--- src/rtl/data_demux_module.sv ---
// data_demux_module: frame-aligned 1:3 symbol demultiplexer.
// Ports: symbol_clk/rst_n, mode, switch_clk_cycles (N), data_in,
//   in_valid, sync in; DS1..3_out + ds1..3_valid, locked, frame_err out.
// Optional DEMUX_STATS_EN adds 16-bit saturating ds1..3_cnt outputs.
module data_demux_module (
  input  logic        symbol_clk,
  input  logic        rst_n,
  input  logic [1:0]  mode,
  input  logic [2:0]  switch_clk_cycles,
  input  logic [7:0]  data_in,
  input  logic        in_valid,
  input  logic        sync,
  output logic [7:0]  DS1_out,
  output logic [7:0]  DS2_out,
  output logic [7:0]  DS3_out,
  output logic        ds1_valid,
  output logic        ds2_valid,
  output logic        ds3_valid,
  output logic        locked,
  output logic        frame_err
`ifdef DEMUX_STATS_EN
  ,
  output logic [15:0] ds1_cnt,
  output logic [15:0] ds2_cnt,
  output logic [15:0] ds3_cnt
`endif
);

  typedef enum logic [1:0] {
    S_IDLE,
    S_HUNT,
    S_LOCKED
  } state_e;

  state_e      state_q, state_d;
  logic [1:0]  mode_q;
  logic [2:0]  cnt_q, cnt_d;
  logic [7:0]  ds1_q, ds1_d;
  logic [7:0]  ds2_q, ds2_d;
  logic [7:0]  ds3_q, ds3_d;
  logic        v1_q, v1_d;
  logic        v2_q, v2_d;
  logic        v3_q, v3_d;
  logic        ferr_q, ferr_d;

  logic        mode_chg;
  logic        deliver;
  logic        ferr;
  logic [2:0]  idx3;
  logic [3:0]  idx;
  logic [3:0]  n4;
  logic [3:0]  n2;
  logic [3:0]  n3;
  logic [3:0]  n23;
  logic [1:0]  sel;

  always_comb begin
    mode_chg = (mode != mode_q);
    n4       = {1'b0, switch_clk_cycles};
    n2       = n4 / 4'd2;
    n3       = n4 / 4'd3;
    n23      = (n4 + n4) / 4'd3;
    idx3     = sync ? 3'd0 : cnt_q;
    idx      = {1'b0, idx3};
    ferr     = (state_q == S_LOCKED) && !mode_chg && in_valid
               && sync && (cnt_q != 3'd0);

    case (mode)
      2'b01:   sel = 2'd1;
      2'b10:   sel = (idx < n2) ? 2'd1 : 2'd2;
      2'b11:   sel = (idx < n3)  ? 2'd1 :
                     (idx < n23) ? 2'd2 : 2'd3;
      default: sel = 2'd0;
    endcase
    // a realigning sync is always slot 0 of a new frame -> DS1
    if (ferr) sel = 2'd1;

    state_d = state_q;
    cnt_d   = cnt_q;
    ds1_d   = ds1_q;
    ds2_d   = ds2_q;
    ds3_d   = ds3_q;
    v1_d    = 1'b0;
    v2_d    = 1'b0;
    v3_d    = 1'b0;
    ferr_d  = ferr;
    deliver = 1'b0;

    if (mode_chg) begin
      state_d = (mode == 2'b00) ? S_IDLE : S_HUNT;
      cnt_d   = 3'd0;
    end else begin
      unique case (state_q)
        S_IDLE: begin
          cnt_d = 3'd0;
          if (mode != 2'b00) state_d = S_HUNT;
        end
        S_HUNT: begin
          if (mode == 2'b00) begin
            state_d = S_IDLE;
          end else if (in_valid && sync) begin
            state_d = S_LOCKED;
            deliver = 1'b1;
          end
        end
        S_LOCKED: begin
          if (mode == 2'b00) state_d = S_IDLE;
          else if (in_valid) deliver = 1'b1;
        end
        default: state_d = S_IDLE;
      endcase
    end

    if (deliver) begin
      if (n4 <= 4'd1 || idx >= n4 - 4'd1) cnt_d = 3'd0;
      else cnt_d = idx3 + 3'd1;
      unique case (1'b1)
        (sel == 2'd1): begin ds1_d = data_in; v1_d = 1'b1; end
        (sel == 2'd2): begin ds2_d = data_in; v2_d = 1'b1; end
        (sel == 2'd3): begin ds3_d = data_in; v3_d = 1'b1; end
        default: ;
      endcase
    end
  end

  always_ff @(posedge symbol_clk or negedge rst_n) begin
    if (!rst_n) begin
      state_q <= S_IDLE;
      mode_q  <= 2'b00;
      cnt_q   <= 3'd0;
      ds1_q   <= 8'h00;
      ds2_q   <= 8'h00;
      ds3_q   <= 8'h00;
      v1_q    <= 1'b0;
      v2_q    <= 1'b0;
      v3_q    <= 1'b0;
      ferr_q  <= 1'b0;
    end else begin
      state_q <= state_d;
      mode_q  <= mode;
      cnt_q   <= cnt_d;
      ds1_q   <= ds1_d;
      ds2_q   <= ds2_d;
      ds3_q   <= ds3_d;
      v1_q    <= v1_d;
      v2_q    <= v2_d;
      v3_q    <= v3_d;
      ferr_q  <= ferr_d;
    end
  end

  assign DS1_out   = ds1_q;
  assign DS2_out   = ds2_q;
  assign DS3_out   = ds3_q;
  assign ds1_valid = v1_q;
  assign ds2_valid = v2_q;
  assign ds3_valid = v3_q;
  assign locked    = (state_q == S_LOCKED);
  assign frame_err = ferr_q;

`ifdef DEMUX_STATS_EN
  logic [15:0] c1_q, c1_d;
  logic [15:0] c2_q, c2_d;
  logic [15:0] c3_q, c3_d;

  function automatic logic [15:0] bump(
    input logic [15:0] c,
    input logic        hit
  );
    if (hit && c != 16'hFFFF) return c + 16'd1;
    return c;
  endfunction

  always_comb begin
    c1_d = bump(c1_q, v1_d);
    c2_d = bump(c2_q, v2_d);
    c3_d = bump(c3_q, v3_d);
    if (mode_chg) begin
      c1_d = 16'd0;
      c2_d = 16'd0;
      c3_d = 16'd0;
    end
  end

  always_ff @(posedge symbol_clk or negedge rst_n) begin
    if (!rst_n) begin
      c1_q <= 16'd0;
      c2_q <= 16'd0;
      c3_q <= 16'd0;
    end else begin
      c1_q <= c1_d;
      c2_q <= c2_d;
      c3_q <= c3_d;
    end
  end

  assign ds1_cnt = c1_q;
  assign ds2_cnt = c2_q;
  assign ds3_cnt = c3_q;
`endif

endmodule

--- config.mk ---
export PLATFORM = sky130hd
export DESIGN_NAME = data_demux_module
export DESIGN_NICKNAME = d
export VERILOG_FILES = /design/src/rtl/data_demux_module.sv
export SDC_FILE = /design/constraint.sdc
export NUM_CORES = 1
export LEC_CHECK = 0
export ABC_AREA = 1
export CORE_UTILIZATION = 30
export CTS_CLUSTER_SIZE = 28
export DETAILED_ROUTE_END_ITERATION = 7
export DONT_BUFFER_PORTS = 1
export PLACE_DENSITY = 0.55
export SYNTH_ARGS = -nofsm -noshare
export SYNTH_HDL_FRONTEND = slang
export SYNTH_SLANG_ARGS = --single-unit
--- constraint.sdc ---
create_clock -name symbol_clk -period 1.6 [get_ports symbol_clk]
set_input_delay 0.32 -clock symbol_clk [delete_from_list [all_inputs] [get_ports symbol_clk]]
set_output_delay 0.32 -clock symbol_clk [all_outputs]
set_load 0.01 [all_outputs]
==> flow_summary.yaml <==
run_status:
  status: "finished with violations"
  violations: "negative setup slack"
critical_path:
  start_kind: "flip-flop"
  arrival_ns: 1.92
  crit_required_ns: 1.78
  worstSetupPathType: "reg -> reg"
  crit_fanout: 8
  endpoint_kind: "flip-flop"
drt:
  first_pass_iters: 4
  ant_nets: 0
  vias: 1660
  routed_wl_mm: 4.79
  viasPerCell: 4.66
  drc_errors: 0
  post_drt_wl_per_cell_microns: 13.5
  drtIter0Drc: 164
sta:
  finalWorstSetupSlack_ns: -0.136
  tightestPinTransition_ns: 0.300
  min_period_ns: 1.74
  fin_worst_skew_ns: 0.00882
  setup_tns_ns: -2.81
  hold_viol: 0
  slew_headroom_pct: 80.0
  drv_slew: 0
  fmax_ghz: 0.576
  period_share_pct: 109
  setup_viol: 28
  rsz0062_at_grt: "true"
die:
  die_w_microns: 83.1
  start_util_pct: 31.1
  die_h_microns: 83.1
  io_pins: 46
  dieArea_sq_mm: 0.00691
  core.rowCount: 29
  coreArea_sq_mm: 0.00635
synthesis:
  yosys_register_bits: 35
  synth_cells: 234
  synth.distinct_cells: 25
  avgSynthCellArea_sq_um: 8.44
  synth_top_cell_area_share_pct: 44.4
  synthTopCellsByArea: "dfrtp_1 (44%), nand2_1 (15%), ha_1 (10%)"
  ys_seq_area_share_pct: 44.4
  ys_warn_count: 0
  syn_area_sq_mm: 0.00197
  syn-num-nets: 267
  synth_top_area_cell: "dfrtp_1"
layout:
  nets: 311
  drive_above_1_share_pct: 38.4
  fin_cells: 356
  multi_input_area_sq_mm: 0.00122
  register_area_sq_um: 876
  fill_cells: 611
  diodes: 0
  final_area_sq_mm: 0.00273
  syn2layout_area_growth_pct: 38.1
global_routing:
  grt_max_degree: 36
  grt.total_usage_pct: 14.6
  antenna_found_initial: 0
  grt_pass1_vias: 1647
  grt-ovfl-total: 0
  grt_first_pass_wirelength_mm: 8.18
place:
  place_area_sq_mm: 0.00227
  dp_hpwl_mm: 3.30
  port_buffers: 0
  gp_congestion: 0.764
  dpl.cell_count: 330
power:
  p_total_w: 0.00246
  power.density_mw_per_mm2: 901
  peakVddDrop_mv: 0.488
  leakage_nw: 1.38
min_path:
  holdCritPathClass: "in -> reg"
job:
  drv_cap: 0
clock_network:
  cts_made_buffers: 5
  clockBufferDepth: 2
  cts.sinks: 35
  h-tree-depth: 2
  cts_tree: "built"
  clkTransAtPathRegs_ns: 0.08
  clk_latency_ns: 0.28
  cts_root_buffer: "clkbuf_8"
[sequential cells by signal, summed over array words and instances (netlist names)]
register	cells
ds2_valid	1
DS1_out	8
DS2_out	8
frame_err	1
ds3_valid	1
cnt_q	3
DS3_out	8
state_q	2
mode_q	2
ds1_valid	1
[repair_timing]
action,4_1_cts,5_1_grt
endpoints found under the hold margin,35,0
pin swaps,7,15
gates cloned,5,1
resized for setup,26,22
setup endpoints to repair,30,30
setup buffers,6,4
hold buffers,2,0
[worst paths after layout]
check | from | endpoint | slack (ns) | cells past startpoint
setup / recovery | cnt_q[1]$_DFFE_PN0P_ | DS2_out[3]$_DFFE_PN0P_ | -0.14 | 10
hold / removal | mode[1] | mode_q[1]$_DFF_PN0_ | 0.06 | 0
setup reg to reg | cnt_q[1]$_DFFE_PN0P_ | DS2_out[3]$_DFFE_PN0P_ | -0.14 | 10
hold reg to reg | DS2_out[3]$_DFFE_PN0P_ | DS2_out[3]$_DFFE_PN0P_ | 0.53 | 2
max in group asynchronous | rst_n | DS2_out[7]$_DFFE_PN0P_ | 0.93 | 2
min in group asynchronous | rst_n | DS3_out[3]$_DFFE_PN0P_ | 0.49 | 2
[stage by stage]
stage          setup slack (ns)  hold WS, ns  util [%]
3_3_place_gp             -0.168       0.0249      35.7
4_1_cts                  -0.144       0.0449      41.0
5_1_grt                  -0.243       0.0365      43.0
3_5_place_dp             -0.168       0.0249      35.7
6_report                 -0.136       0.0568      43.0
2_1_floorplan           -0.0379       0.0244         -
[synth_stat cells]
cell type and n:
a21oi_2 1, o21ai_0 10, nand4_1 9, nand2_1 81, nor2_1 9, xnor2_1 1
nand3_2 1, nor3_1 3, nor2_2 1, buf_6 1, buf_8 1, a21boi_0 1
or2_2 1, ha_1 16, nand2_4 4, dfrtp_1 35, a21oi_1 4, o21ai_2 1
inv_2 5, inv_1 22, nor2_8 1, nand2_2 7, nand3_1 15, nand3_4 1
nor2_4 3
[cells in the final DEF (no fill, tap or decap), types with 2 or more instances in the layout]
cell | synthesis | layout
nor3_1 | 3 | 2
dfrtp_1 | 35 | 35
nand2_2 | 7 | 15
buf_4 | 0 | 24
o21ai_1 | 0 | 4
nor2_4 | 3 | 6
nand4_1 | 9 | 9
clkbuf_8 | 0 | 5
ha_4 | 0 | 4
a21oi_1 | 4 | 3
nand2_4 | 4 | 5
nand3_1 | 15 | 11
inv_1 | 22 | 14
nand3_4 | 1 | 3
inv_2 | 5 | 9
nand3_2 | 1 | 4
buf_6 | 1 | 7
inv_4 | 0 | 2
nand2_1 | 81 | 72
nor2_1 | 9 | 7
ha_1 | 16 | 7
ha_2 | 0 | 5
o21ai_0 | 10 | 6
nand2_8 | 0 | 3
[layout make-up]
type / instances / area share, %
clock buffer: 5 / 2.52
clock inverter: 3 / 1.61
inverter: 27 / 4.54
multi-input combinational: 175 / 44.8
sequential: 35 / 32.1
tap: 77 / 3.53
timing repair buffer: 33 / 10.6
timing repair inverter: 1 / 0.275
[report_power, final]
group / switching (W) / internal [W] / leakage, nW
combinational: 0.000256 / 0.000198 / 0.855
sequential: 0.000183 / 0.00103 / 0.469
clock: 0.000323 / 0.000464 / 0.0581
total: 0.000762 / 0.00170 / 1.38
[worst max-delay path: stages, from the launching register on]
cell     delay [ns]
dfrtp_1        0.37
inv_2          0.06
nor2_4         0.13
ha_2           0.31
a21oi_4        0.19
nand2_1        0.09
nand2_2        0.09
inv_6          0.07
buf_4          0.14
nand4_1        0.11
nand2_1        0.06
[cells by family (layout without fill, tap and decap cells)]
family                   Yosys count  in the layout  share of synthesized area [%]
flip-flops                        35             35                           44.4
XOR/XNOR                           1              1                          0.444
buffers and inverters             29             69                           6.46
AND/OR/NAND/NOR                  136            141                           33.8
adder cells (fa/ha/maj)           16             16                           10.1
AO/OA/AOI/OAI                     17             17                           4.82
[routing by layer]
| metal | vias to the layer above | part of all wire (%) | track usage [%] |
|---|---|---|---|
| met4 | 0 | 1.3 | 5.33 |
| met2 | 31 | 50 | 23.6 |
| met5 | - | 0 | 0 |
| met3 | 4 | 4.3 | 4.27 |
| met1 | 783 | 45 | 18.4 |
| li1 | 842 | - | - |
No activity file was read; power rests on OpenSTA's default activity.
